$ cat src/rtl/slowmem_cache_ctrl_pkg.sv
// ============================================================================
// Module      : slowmem_cache_ctrl_pkg
// Description : Shared types and constants for the slowmem cache controller.
//               It holds the word width, the controller state encoding, the
//               slowmem access delay, and the default post-reset drain length
//               derived from that delay.
// Revision    : 1.0 - initial release
// ============================================================================
`default_nettype none

package slowmem_cache_ctrl_pkg;

    localparam int WORD          = 16;
    // slowmem read delay, in cycles from strobe to mfc
    localparam int MEMDELAY      = 4;
    // A stale read can still complete MEMDELAY+2 cycles after an abort.
    localparam int DRAIN_DEFAULT = MEMDELAY + 2;

    typedef logic [WORD-1:0] word_t;

    typedef enum logic [1:0] {
        ST_DRAIN = 2'd0,
        ST_IDLE  = 2'd1,
        ST_ISSUE = 2'd2,
        ST_WAIT  = 2'd3
    } state_t;

endpackage

`default_nettype wire

$ cat src/rtl/slowmem_cache_ctrl_if.sv
// ============================================================================
// Module      : slowmem_cache_ctrl_if
// Description : Bundles the processor-side request bus and the slowmem
//               strobe/mfc bus.
//               master : controller view. It drives cpu_rdata, cpu_ready,
//                        cpu_err, cpu_busy and the mem_* request fields.
//               slave  : environment view. It drives the cpu request fields,
//                        mem_mfc and mem_rdata.
// Revision    : 1.0 - initial release
// ============================================================================
`default_nettype none

interface slowmem_cache_ctrl_if;
    import slowmem_cache_ctrl_pkg::*;

    logic  cpu_req;
    logic  cpu_rnotw;
    word_t cpu_addr;
    word_t cpu_wdata;
    word_t cpu_rdata;
    logic  cpu_ready;
    logic  cpu_err;
    logic  cpu_busy;

    logic  mem_strobe;
    logic  mem_rnotw;
    word_t mem_addr;
    word_t mem_wdata;
    logic  mem_mfc;
    word_t mem_rdata;

    modport master (
        input  cpu_req, cpu_rnotw, cpu_addr, cpu_wdata,
        output cpu_rdata, cpu_ready, cpu_err, cpu_busy,
        output mem_strobe, mem_rnotw, mem_addr, mem_wdata,
        input  mem_mfc, mem_rdata
    );

    modport slave (
        output cpu_req, cpu_rnotw, cpu_addr, cpu_wdata,
        input  cpu_rdata, cpu_ready, cpu_err, cpu_busy,
        input  mem_strobe, mem_rnotw, mem_addr, mem_wdata,
        output mem_mfc, mem_rdata
    );

endinterface

`default_nettype wire

$ cat src/rtl/slowmem_cache_ctrl_cache_line_store.sv
// ============================================================================
// Module      : cache_line_store
// Description : Direct-mapped store with LINES one-word lines. Each line holds
//               a valid bit, a tag and a data word. Reset clears the valid bits
//               asynchronously.
// Ports       : clk, reset
//               rd_addr_i  -> hit_o, rd_data_o  combinational lookup
//               wr_en_i, wr_addr_i, wr_data_i   synchronous write that sets
//                                               valid and the tag and
//                                               replaces the data word
// Revision    : 1.0 - initial release
// ============================================================================
`default_nettype none

module cache_line_store
    import slowmem_cache_ctrl_pkg::*;
#(
    parameter int IDX_BITS = 3
) (
    input  logic  clk,
    input  logic  reset,
    input  word_t rd_addr_i,
    output logic  hit_o,
    output word_t rd_data_o,
    input  logic  wr_en_i,
    input  word_t wr_addr_i,
    input  word_t wr_data_i
);

    localparam int LINES    = 1 << IDX_BITS;
    localparam int TAG_BITS = WORD - IDX_BITS;

    logic [LINES-1:0]    valid_q;
    logic [TAG_BITS-1:0] tag_q  [LINES];
    word_t               data_q [LINES];

    logic [IDX_BITS-1:0] rd_idx;
    logic [IDX_BITS-1:0] wr_idx;

    assign rd_idx = rd_addr_i[IDX_BITS-1:0];
    assign wr_idx = wr_addr_i[IDX_BITS-1:0];

    always_ff @(posedge clk or posedge reset) begin
        if (reset) begin
            valid_q <= '0;
        end else if (wr_en_i) begin
            valid_q[wr_idx] <= 1'b1;
        end
    end

    // Tag and data need no reset because a cleared valid bit masks them.
    always_ff @(posedge clk) begin
        if (wr_en_i) begin
            tag_q[wr_idx]  <= wr_addr_i[WORD-1:IDX_BITS];
            data_q[wr_idx] <= wr_data_i;
        end
    end

    assign hit_o     = valid_q[rd_idx] && (tag_q[rd_idx] == rd_addr_i[WORD-1:IDX_BITS]);
    assign rd_data_o = data_q[rd_idx];

endmodule

`default_nettype wire

$ cat src/rtl/slowmem_cache_ctrl.sv
// ============================================================================
// Module      : slowmem_cache_ctrl
// Description : Processor-side slowmem initiator with a direct-mapped,
//               write-through, no-write-allocate cache. A read hit completes
//               in 1 cycle. A write completes in 1 cycle and issues a slowmem
//               write strobe in the same cycle. A read miss issues one slowmem
//               read strobe and waits for mfc. If mfc does not arrive within
//               TIMEOUT cycles, the read aborts and reports an error.
// Ports       : clk, reset (asynchronous, active high)
//               bus_io : processor request bus and slowmem bus (master view)
//               hit_count_o, miss_count_o, timeout_count_o : saturating read
//                 statistics. These exist only when SLOWMEM_CACHE_STATS_EN
//                 is defined.
// Options     : SLOWMEM_CACHE_STATS_EN enables the statistics counters.
// Revision    : 1.0 - initial release
// ============================================================================
`default_nettype none

module slowmem_cache_ctrl
    import slowmem_cache_ctrl_pkg::*;
#(
    parameter int IDX_BITS = 3,
    parameter int TIMEOUT  = 32,
    parameter int DRAIN    = DRAIN_DEFAULT
) (
    input  logic clk,
    input  logic reset,
`ifdef SLOWMEM_CACHE_STATS_EN
    output logic [15:0] hit_count_o,
    output logic [15:0] miss_count_o,
    output logic [15:0] timeout_count_o,
`endif
    slowmem_cache_ctrl_if.master bus_io
);

    localparam int CNT_MAX = (TIMEOUT > DRAIN) ? TIMEOUT : DRAIN;
    localparam int CNT_W   = $clog2(CNT_MAX + 1);
    localparam logic [CNT_W-1:0] DRAIN_LAST   = CNT_W'(DRAIN - 1);
    localparam logic [CNT_W-1:0] TIMEOUT_LAST = CNT_W'(TIMEOUT - 1);

    state_t           state_q,  state_d;
    logic [CNT_W-1:0] cnt_q,    cnt_d;
    logic             ready_q,  ready_d;
    logic             err_q,    err_d;
    word_t            rdata_q,  rdata_d;
    logic             strobe_q, strobe_d;
    logic             mrnotw_q, mrnotw_d;
    word_t            maddr_q,  maddr_d;
    word_t            mwdata_q, mwdata_d;
    logic             busy_q,   busy_d;

    logic  lookup_hit;
    word_t lookup_data;
    logic  store_wr_en;
    word_t store_wr_addr;
    word_t store_wr_data;

    cache_line_store #(
        .IDX_BITS (IDX_BITS)
    ) u_store (
        .clk       (clk),
        .reset     (reset),
        .rd_addr_i (bus_io.cpu_addr),
        .hit_o     (lookup_hit),
        .rd_data_o (lookup_data),
        .wr_en_i   (store_wr_en),
        .wr_addr_i (store_wr_addr),
        .wr_data_i (store_wr_data)
    );

    always_ff @(posedge clk or posedge reset) begin
        if (reset) begin
            state_q  <= ST_DRAIN;
            cnt_q    <= '0;
            ready_q  <= 1'b0;
            err_q    <= 1'b0;
            rdata_q  <= '0;
            strobe_q <= 1'b0;
            mrnotw_q <= 1'b1;
            maddr_q  <= '0;
            mwdata_q <= '0;
            busy_q   <= 1'b1;
        end else begin
            state_q  <= state_d;
            cnt_q    <= cnt_d;
            ready_q  <= ready_d;
            err_q    <= err_d;
            rdata_q  <= rdata_d;
            strobe_q <= strobe_d;
            mrnotw_q <= mrnotw_d;
            maddr_q  <= maddr_d;
            mwdata_q <= mwdata_d;
            busy_q   <= busy_d;
        end
    end

    always_comb begin
        state_d       = state_q;
        cnt_d         = cnt_q;
        ready_d       = 1'b0;
        err_d         = 1'b0;
        rdata_d       = rdata_q;
        strobe_d      = 1'b0;
        mrnotw_d      = mrnotw_q;
        maddr_d       = maddr_q;
        mwdata_d      = mwdata_q;
        store_wr_en   = 1'b0;
        store_wr_addr = bus_io.cpu_addr;
        store_wr_data = bus_io.cpu_wdata;

        case (state_q)
            ST_DRAIN: begin
                // mfc is ignored here so that a late response from an aborted
                // read cannot complete anything.
                if (cnt_q == DRAIN_LAST) begin
                    state_d = ST_IDLE;
                    cnt_d   = '0;
                end else begin
                    cnt_d = cnt_q + CNT_W'(1);
                end
            end

            ST_IDLE: begin
                if (bus_io.cpu_req) begin
                    if (bus_io.cpu_rnotw) begin
                        if (lookup_hit) begin
                            ready_d = 1'b1;
                            rdata_d = lookup_data;
                        end else begin
                            strobe_d = 1'b1;
                            mrnotw_d = 1'b1;
                            maddr_d  = bus_io.cpu_addr;
                            state_d  = ST_ISSUE;
                        end
                    end else begin
                        // Write-through: always go to slowmem. Refresh the
                        // line only when it already holds this address.
                        strobe_d    = 1'b1;
                        mrnotw_d    = 1'b0;
                        maddr_d     = bus_io.cpu_addr;
                        mwdata_d    = bus_io.cpu_wdata;
                        ready_d     = 1'b1;
                        store_wr_en = lookup_hit;
                    end
                end
            end

            ST_ISSUE: begin
                state_d = ST_WAIT;
                cnt_d   = '0;
            end

            ST_WAIT: begin
                // On the first WAIT cycle (cnt_q == 0), mfc can still be the
                // stale high left over from the previous transaction.
                if ((cnt_q != '0) && bus_io.mem_mfc) begin
                    store_wr_en   = 1'b1;
                    store_wr_addr = maddr_q;
                    store_wr_data = bus_io.mem_rdata;
                    ready_d       = 1'b1;
                    rdata_d       = bus_io.mem_rdata;
                    state_d       = ST_IDLE;
                end else if (cnt_q == TIMEOUT_LAST) begin
                    ready_d = 1'b1;
                    err_d   = 1'b1;
                    rdata_d = '0;
                    state_d = ST_DRAIN;
                    cnt_d   = '0;
                end else begin
                    cnt_d = cnt_q + CNT_W'(1);
                end
            end

            default: begin
                state_d = ST_DRAIN;
                cnt_d   = '0;
            end
        endcase

        busy_d = (state_d != ST_IDLE);
    end

    assign bus_io.cpu_rdata  = rdata_q;
    assign bus_io.cpu_ready  = ready_q;
    assign bus_io.cpu_err    = err_q;
    assign bus_io.cpu_busy   = busy_q;
    assign bus_io.mem_strobe = strobe_q;
    assign bus_io.mem_rnotw  = mrnotw_q;
    assign bus_io.mem_addr   = maddr_q;
    assign bus_io.mem_wdata  = mwdata_q;

`ifdef SLOWMEM_CACHE_STATS_EN
    logic        hit_evt;
    logic        miss_evt;
    logic        to_evt;
    logic [15:0] hit_cnt_q;
    logic [15:0] miss_cnt_q;
    logic [15:0] to_cnt_q;

    assign hit_evt  = (state_q == ST_IDLE) && bus_io.cpu_req && bus_io.cpu_rnotw && lookup_hit;
    assign miss_evt = (state_q == ST_WAIT) && ready_d && !err_d;
    assign to_evt   = (state_q == ST_WAIT) && err_d;

    always_ff @(posedge clk or posedge reset) begin
        if (reset) begin
            hit_cnt_q  <= '0;
            miss_cnt_q <= '0;
            to_cnt_q   <= '0;
        end else begin
            if (hit_evt && (hit_cnt_q != 16'hFFFF)) begin
                hit_cnt_q <= hit_cnt_q + 16'd1;
            end
            if (miss_evt && (miss_cnt_q != 16'hFFFF)) begin
                miss_cnt_q <= miss_cnt_q + 16'd1;
            end
            if (to_evt && (to_cnt_q != 16'hFFFF)) begin
                to_cnt_q <= to_cnt_q + 16'd1;
            end
        end
    end

    assign hit_count_o     = hit_cnt_q;
    assign miss_count_o    = miss_cnt_q;
    assign timeout_count_o = to_cnt_q;
`endif

endmodule

`default_nettype wire

$ cat src/flat_wrapper.sv
// flat-port wrapper written by rule: the top's interface ports become plain ports
module slowmem_cache_ctrl_flat import slowmem_cache_ctrl_pkg::*;
#(
    parameter int IDX_BITS = 3,
    parameter int TIMEOUT  = 32,
    parameter int DRAIN    = DRAIN_DEFAULT
)
  (clk, reset, bus_io_cpu_req, bus_io_cpu_rnotw, bus_io_cpu_addr, bus_io_cpu_wdata, bus_io_cpu_rdata, bus_io_cpu_ready, bus_io_cpu_err, bus_io_cpu_busy, bus_io_mem_strobe, bus_io_mem_rnotw, bus_io_mem_addr, bus_io_mem_wdata, bus_io_mem_mfc, bus_io_mem_rdata);
  slowmem_cache_ctrl_if bus_io_i ();
  input  logic clk;
  input  logic reset;
  input wire logic [$bits(bus_io_i.cpu_req)-1:0] bus_io_cpu_req;
  input wire logic [$bits(bus_io_i.cpu_rnotw)-1:0] bus_io_cpu_rnotw;
  input wire logic [$bits(bus_io_i.cpu_addr)-1:0] bus_io_cpu_addr;
  input wire logic [$bits(bus_io_i.cpu_wdata)-1:0] bus_io_cpu_wdata;
  output wire logic [$bits(bus_io_i.cpu_rdata)-1:0] bus_io_cpu_rdata;
  output wire logic [$bits(bus_io_i.cpu_ready)-1:0] bus_io_cpu_ready;
  output wire logic [$bits(bus_io_i.cpu_err)-1:0] bus_io_cpu_err;
  output wire logic [$bits(bus_io_i.cpu_busy)-1:0] bus_io_cpu_busy;
  output wire logic [$bits(bus_io_i.mem_strobe)-1:0] bus_io_mem_strobe;
  output wire logic [$bits(bus_io_i.mem_rnotw)-1:0] bus_io_mem_rnotw;
  output wire logic [$bits(bus_io_i.mem_addr)-1:0] bus_io_mem_addr;
  output wire logic [$bits(bus_io_i.mem_wdata)-1:0] bus_io_mem_wdata;
  input wire logic [$bits(bus_io_i.mem_mfc)-1:0] bus_io_mem_mfc;
  input wire logic [$bits(bus_io_i.mem_rdata)-1:0] bus_io_mem_rdata;
  assign bus_io_i.cpu_req = bus_io_cpu_req;
  assign bus_io_i.cpu_rnotw = bus_io_cpu_rnotw;
  assign bus_io_i.cpu_addr = bus_io_cpu_addr;
  assign bus_io_i.cpu_wdata = bus_io_cpu_wdata;
  assign bus_io_cpu_rdata = bus_io_i.cpu_rdata;
  assign bus_io_cpu_ready = bus_io_i.cpu_ready;
  assign bus_io_cpu_err = bus_io_i.cpu_err;
  assign bus_io_cpu_busy = bus_io_i.cpu_busy;
  assign bus_io_mem_strobe = bus_io_i.mem_strobe;
  assign bus_io_mem_rnotw = bus_io_i.mem_rnotw;
  assign bus_io_mem_addr = bus_io_i.mem_addr;
  assign bus_io_mem_wdata = bus_io_i.mem_wdata;
  assign bus_io_i.mem_mfc = bus_io_mem_mfc;
  assign bus_io_i.mem_rdata = bus_io_mem_rdata;
  slowmem_cache_ctrl #(.IDX_BITS(IDX_BITS), .TIMEOUT(TIMEOUT), .DRAIN(DRAIN)) u_core (.clk(clk), .reset(reset), .bus_io(bus_io_i));
endmodule
$ cat config.mk
export PLATFORM = sky130hd
export DESIGN_NAME = slowmem_cache_ctrl_flat
export DESIGN_NICKNAME = d
export VERILOG_FILES = /design/src/rtl/slowmem_cache_ctrl_pkg.sv /design/src/rtl/slowmem_cache_ctrl_if.sv /design/src/rtl/slowmem_cache_ctrl_cache_line_store.sv /design/src/rtl/slowmem_cache_ctrl.sv /design/src/flat_wrapper.sv
export SDC_FILE = /design/constraint.sdc
export NUM_CORES = 1
export LEC_CHECK = 0
export ABC_CLOCK_PERIOD_IN_PS = 4930
export CAP_MARGIN = 20
export CELL_PAD_IN_SITES_DETAIL_PLACEMENT = 1
export CELL_PAD_IN_SITES_GLOBAL_PLACEMENT = 2
export CORE_MARGIN = 2
export CORE_UTILIZATION = 35
export CTS_BUF_LIST = sky130_fd_sc_hd__clkbuf_16
export DETAILED_ROUTE_END_ITERATION = 7
export HOLD_SLACK_MARGIN = 0.05
export PLACE_DENSITY = 0.69
export SKIP_CTS_REPAIR_TIMING = 1
export SLEW_MARGIN = 20
export SYNTH_ARGS = -nofsm -noshare
export SYNTH_HDL_FRONTEND = slang
export SYNTH_HIERARCHICAL = 1
export SYNTH_SLANG_ARGS = --single-unit
$ cat constraint.sdc
create_clock -name clk -period 4.93 [get_ports clk]
set_input_delay 1.479 -clock clk [delete_from_list [all_inputs] [get_ports clk]]
set_output_delay 1.479 -clock clk [all_outputs]
set_load 0.02 [all_outputs]
==> impl_metrics.csv <==
group,metric,value,unit
synth,yosysUniqueCellTypes,49,
timing,timing_max_transition_violations_final,0,
global_route,grt_overflow_total,0,
timing,worst-slew-pin-transition,0.905,ns
worst_setup_path,worst_path_max_delay_cell,"mux4_2",
timing,report.final.setup_viol,0,
synth,ys_seq_elements,301,
route,number_of_drc_violations_after_detailed_routing_iteration_0,268,
floorplan,fp.dieArea,37100,µm²
final_layout,antenna_cells_inserted,0,
worst_setup_path,critical_path.cell_chain,"buf_4, buf_12, mux4_2, mux2i_1, xor2_1, nand3_1, nor4_2, buf_4, nand2_1, nand2_1, nand2b_1, nor3_4, buf_12",
final_layout,finalNetCount,921,
worst_setup_path,worstPathBufferInverterCount,4,
global_route,antenna_found_initial,0,
cts,cts-root-buf,"clkbuf_16",
global_route,global_route.usage.total,0.163,
timing,final.period_utilization,0.866,
cts,clk_pin_slew,0.05,ns
synth,synthesis.area,12400,µm²
synth,synth_enable_flop_cells,232,
place,detailedPlacementHpwl,19100,µm
floorplan,dieWidth,193,µm
floorplan,fp.dieH,193,µm
route,wl_per_cell,21.7,µm
timing,fmaxAchievable,234,MHz
route,firstDrtPassIters,4,
route,detailroute.via_count,6810,
timing,worst_setup_skew_after_layout,0.0110,ns
timing,worst_hold_slack,0.468,ns
floorplan,design.portCount,106,
worst_setup_path,cp-end-kind,"flop",
route,postRouteWirelength,29400,µm
min_path,timing.hold.worst.class,"reg2reg",
final_layout,areaGrowthSynthToFinish,24.3,%
final_layout,final_layout_size_suffix_gt1_frac,0.267,
synth,synthAdderAreaFrac,0.00302,
route,route.antenna.remaining_nets,0,
power_and_ir_drop,vdd_drop_max,0.274,mV
place,gp_congestion,0.738,
synth,postSynthCellCount,721,
synth,synth_xor_area_frac,0.0113,
timing,rsz0062_at_grt,"no",
synth,postSynthNetCount,777,
power_and_ir_drop,p_leak,5.53,nW
worst_setup_path,crit_family,"buffers and inverters",
cts,clk_latency,0.51,ns
synth,synth_compound_gate_area_share,0.0332,
worst_setup_path,critical_path_arrival,4.47,ns
timing,max_slew_margin,0.395,
global_route,number_of_global_route_vias_before_repair,7348,
floorplan,initial_utilization,0.352,
worst_setup_path,crit_path_start,"bus_io_cpu_addr[1]",
cts,number_of_buffers_inserted_during_clock_tree_synthesis,36,
timing,timing.final.hold_violations,0,
place,post-place-ws,0.0608,ns
worst_setup_path,required,5.13,ns
run,max_cap_violations,0,
worst_setup_path,crit_path_class,"in2reg",
global_route,largest_net_degree_at_the_start_of_global_routing,36,
final_layout,fillerInstances,3430,
route,route.detailed.vias_per_inst,5.04,
floorplan,core_area,35300,µm²
final_layout,fin_cells,1352,
power_and_ir_drop,pwr_density_cell,512,nW/µm²
cts,clock-sinks,301,
worst_setup_path,setup.worst_path.start_class,"input pin",
cts,clock_path_buffers,3,
synth,synth_mux_area_frac,0.174,
synth,synthesis.area_per_instance,17.3,µm²
worst_setup_path,timing.critical_path.slowest_cell_delay,0.50,ns
timing,timing.setup.tns,0,ns
timing,period_needed,4.27,ns
status,status,"completed",
floorplan,rows,69,
synth,async_flop_share,0.229,
synth,combinational_family_with_the_most_area_after_synthesis,"multiplexers",
place,numPortBuffers,105,
timing,worst_slack,0.660,ns
synth,ys_warn_count,6,
worst_setup_path,maximum_fanout_count_along_the_critical_path,33,
synth,synth_sequential_area_ratio,0.699,
route,detail_route.drc_violations,0,
min_path,min_from,"u_core/u_store/valid_q[4]",
place,dp_cells,1288,
worst_setup_path,worst_r2r_startpoint,"u_core/u_store/tag_q[7][6]",
global_route,grt_pass1_wl,45200,µm
cts,cts_max_level,2,
synth,postSynth.topFlopCell,"edfxtp_1",
cts,clock_tree_from_tritoncts,"built",
synth,synth_simple_gate_area_frac,0.0613,
-- Yosys cell counts, types with 5 or more instances --
library cell | n | area share
edfxtp_1 | 232 | 0.56
nand2_1 | 107 | 0.032
dfrtp_1 | 67 | 0.13
mux2_2 | 60 | 0.054
mux4_2 | 48 | 0.087
buf_2 | 19 | 0.0076
nor2_1 | 17 | 0.0051
a22o_1 | 16 | 0.011
mux2i_1 | 16 | 0.013
nand2b_1 | 11 | 0.0055
mux2_4 | 10 | 0.012
or2_2 | 10 | 0.0050
xnor2_1 | 8 | 0.0056
xor2_1 | 8 | 0.0056
clkbuf_1 | 7 | 0.0021
inv_1 | 7 | 0.0021
o22ai_1 | 6 | 0.0030
a221oi_1 | 5 | 0.0035
buf_6 | 5 | 0.0045
nor3_1 | 5 | 0.0020
-- kinds of logic after synthesis --
logic type	count (synthesis)
muxes	140
DFF	301
and+or+nand+nor	168
AOI/OAI and AO/OA	52
adders and majority gates	3
xor gates and xnor gates	16
buffers and inverters	41
-- power breakdown --
part	switching (W)	internal (W)
registers	0.000207	0.00323
logic	0.00106	0.000933
clock network	0.00101	0.00147
total	0.00228	0.00564
-- through the flow --
stage	total power (W)	util	instance area (µm²)
after floorplan	0.00462	-	12500
after global placement	0.00550	0.407	14400
after detailed placement	0.00553	0.407	14400
after CTS	0.00804	0.438	15500
after global routing	0.00830	0.438	15500
final	0.00792	0.438	15500
-- worst paths after layout --
check                                              end  cells past startpoint  slack [ns]
max                        u_core/u_store/data_q[0][7]                     13        0.66
min                          u_core/u_store/valid_q[4]                      1        0.47
max reg2reg                u_core/u_store/data_q[0][7]                     11        1.79
min reg2reg                  u_core/u_store/valid_q[4]                      1        0.47
max in group asynchronous   u_core/bus_io.mem_wdata[4]                      3        2.52
min in group asynchronous    u_core/u_store/valid_q[3]                      2        1.32
-- flip-flops by register name, indices dropped and copies added (netlist names), 2 cells and up --
register                 flops
u_core/state_q               2
u_core/u_store/valid_q       8
u_core/bus_io.mem_addr      16
u_core/u_store/data_q      128
u_core/cnt_q                 6
u_core/u_store/tag_q       104
u_core/bus_io.cpu_rdata     16
u_core/bus_io.mem_wdata     16
-- worst reg2reg max path, cell delays in order (launching register included) --
cell and delay (ns):
edfxtp_1 0.35, mux4_2 0.46, mux2i_1 0.21, xor2_1 0.22, o2111ai_1 0.24, nor4_2 0.30
buf_4 0.17, nand2_1 0.05, nand2_1 0.08, nand2b_1 0.25, nor3_4 0.27, buf_12 0.23
-- metal layers --
layer,vias to the layer above,part of all wire,track usage
met5,-,0,0
met4,0,0.018,0.0385
met3,44,0.042,0.0244
met2,145,0.50,0.279
met1,3562,0.44,0.220
li1,3059,-,-
-- layout by cell type, fill, tap and decap left out, types with 8 or more instances in the layout --
master / instances
buf_4: 24
clkdlybuf4s50_1: 102
xnor2_1: 8
a22o_1: 16
nor2_1: 10
nand2_1: 107
edfxtp_1: 232
nand2b_1: 11
inv_1: 16
mux2_2: 60
dfrtp_1: 67
or2_2: 10
mux2i_1: 16
mux2_4: 10
clkbuf_16: 37
buf_12: 13
mux4_2: 48
xor2_1: 8
-- cell type report --
class / instances / area (µm²) / area share
clock buffers: 37 / 926 / 0.0599
inverters: 7 / 26.3 / 0.00170
clock inverters: 27 / 190 / 0.0123
multi-input cells: 379 / 3590 / 0.232
flip-flops and latches: 301 / 8700 / 0.562
repair buffers: 140 / 1470 / 0.0948
well taps: 461 / 577 / 0.0373
Note: power is estimated with default switching activity, not from simulation.
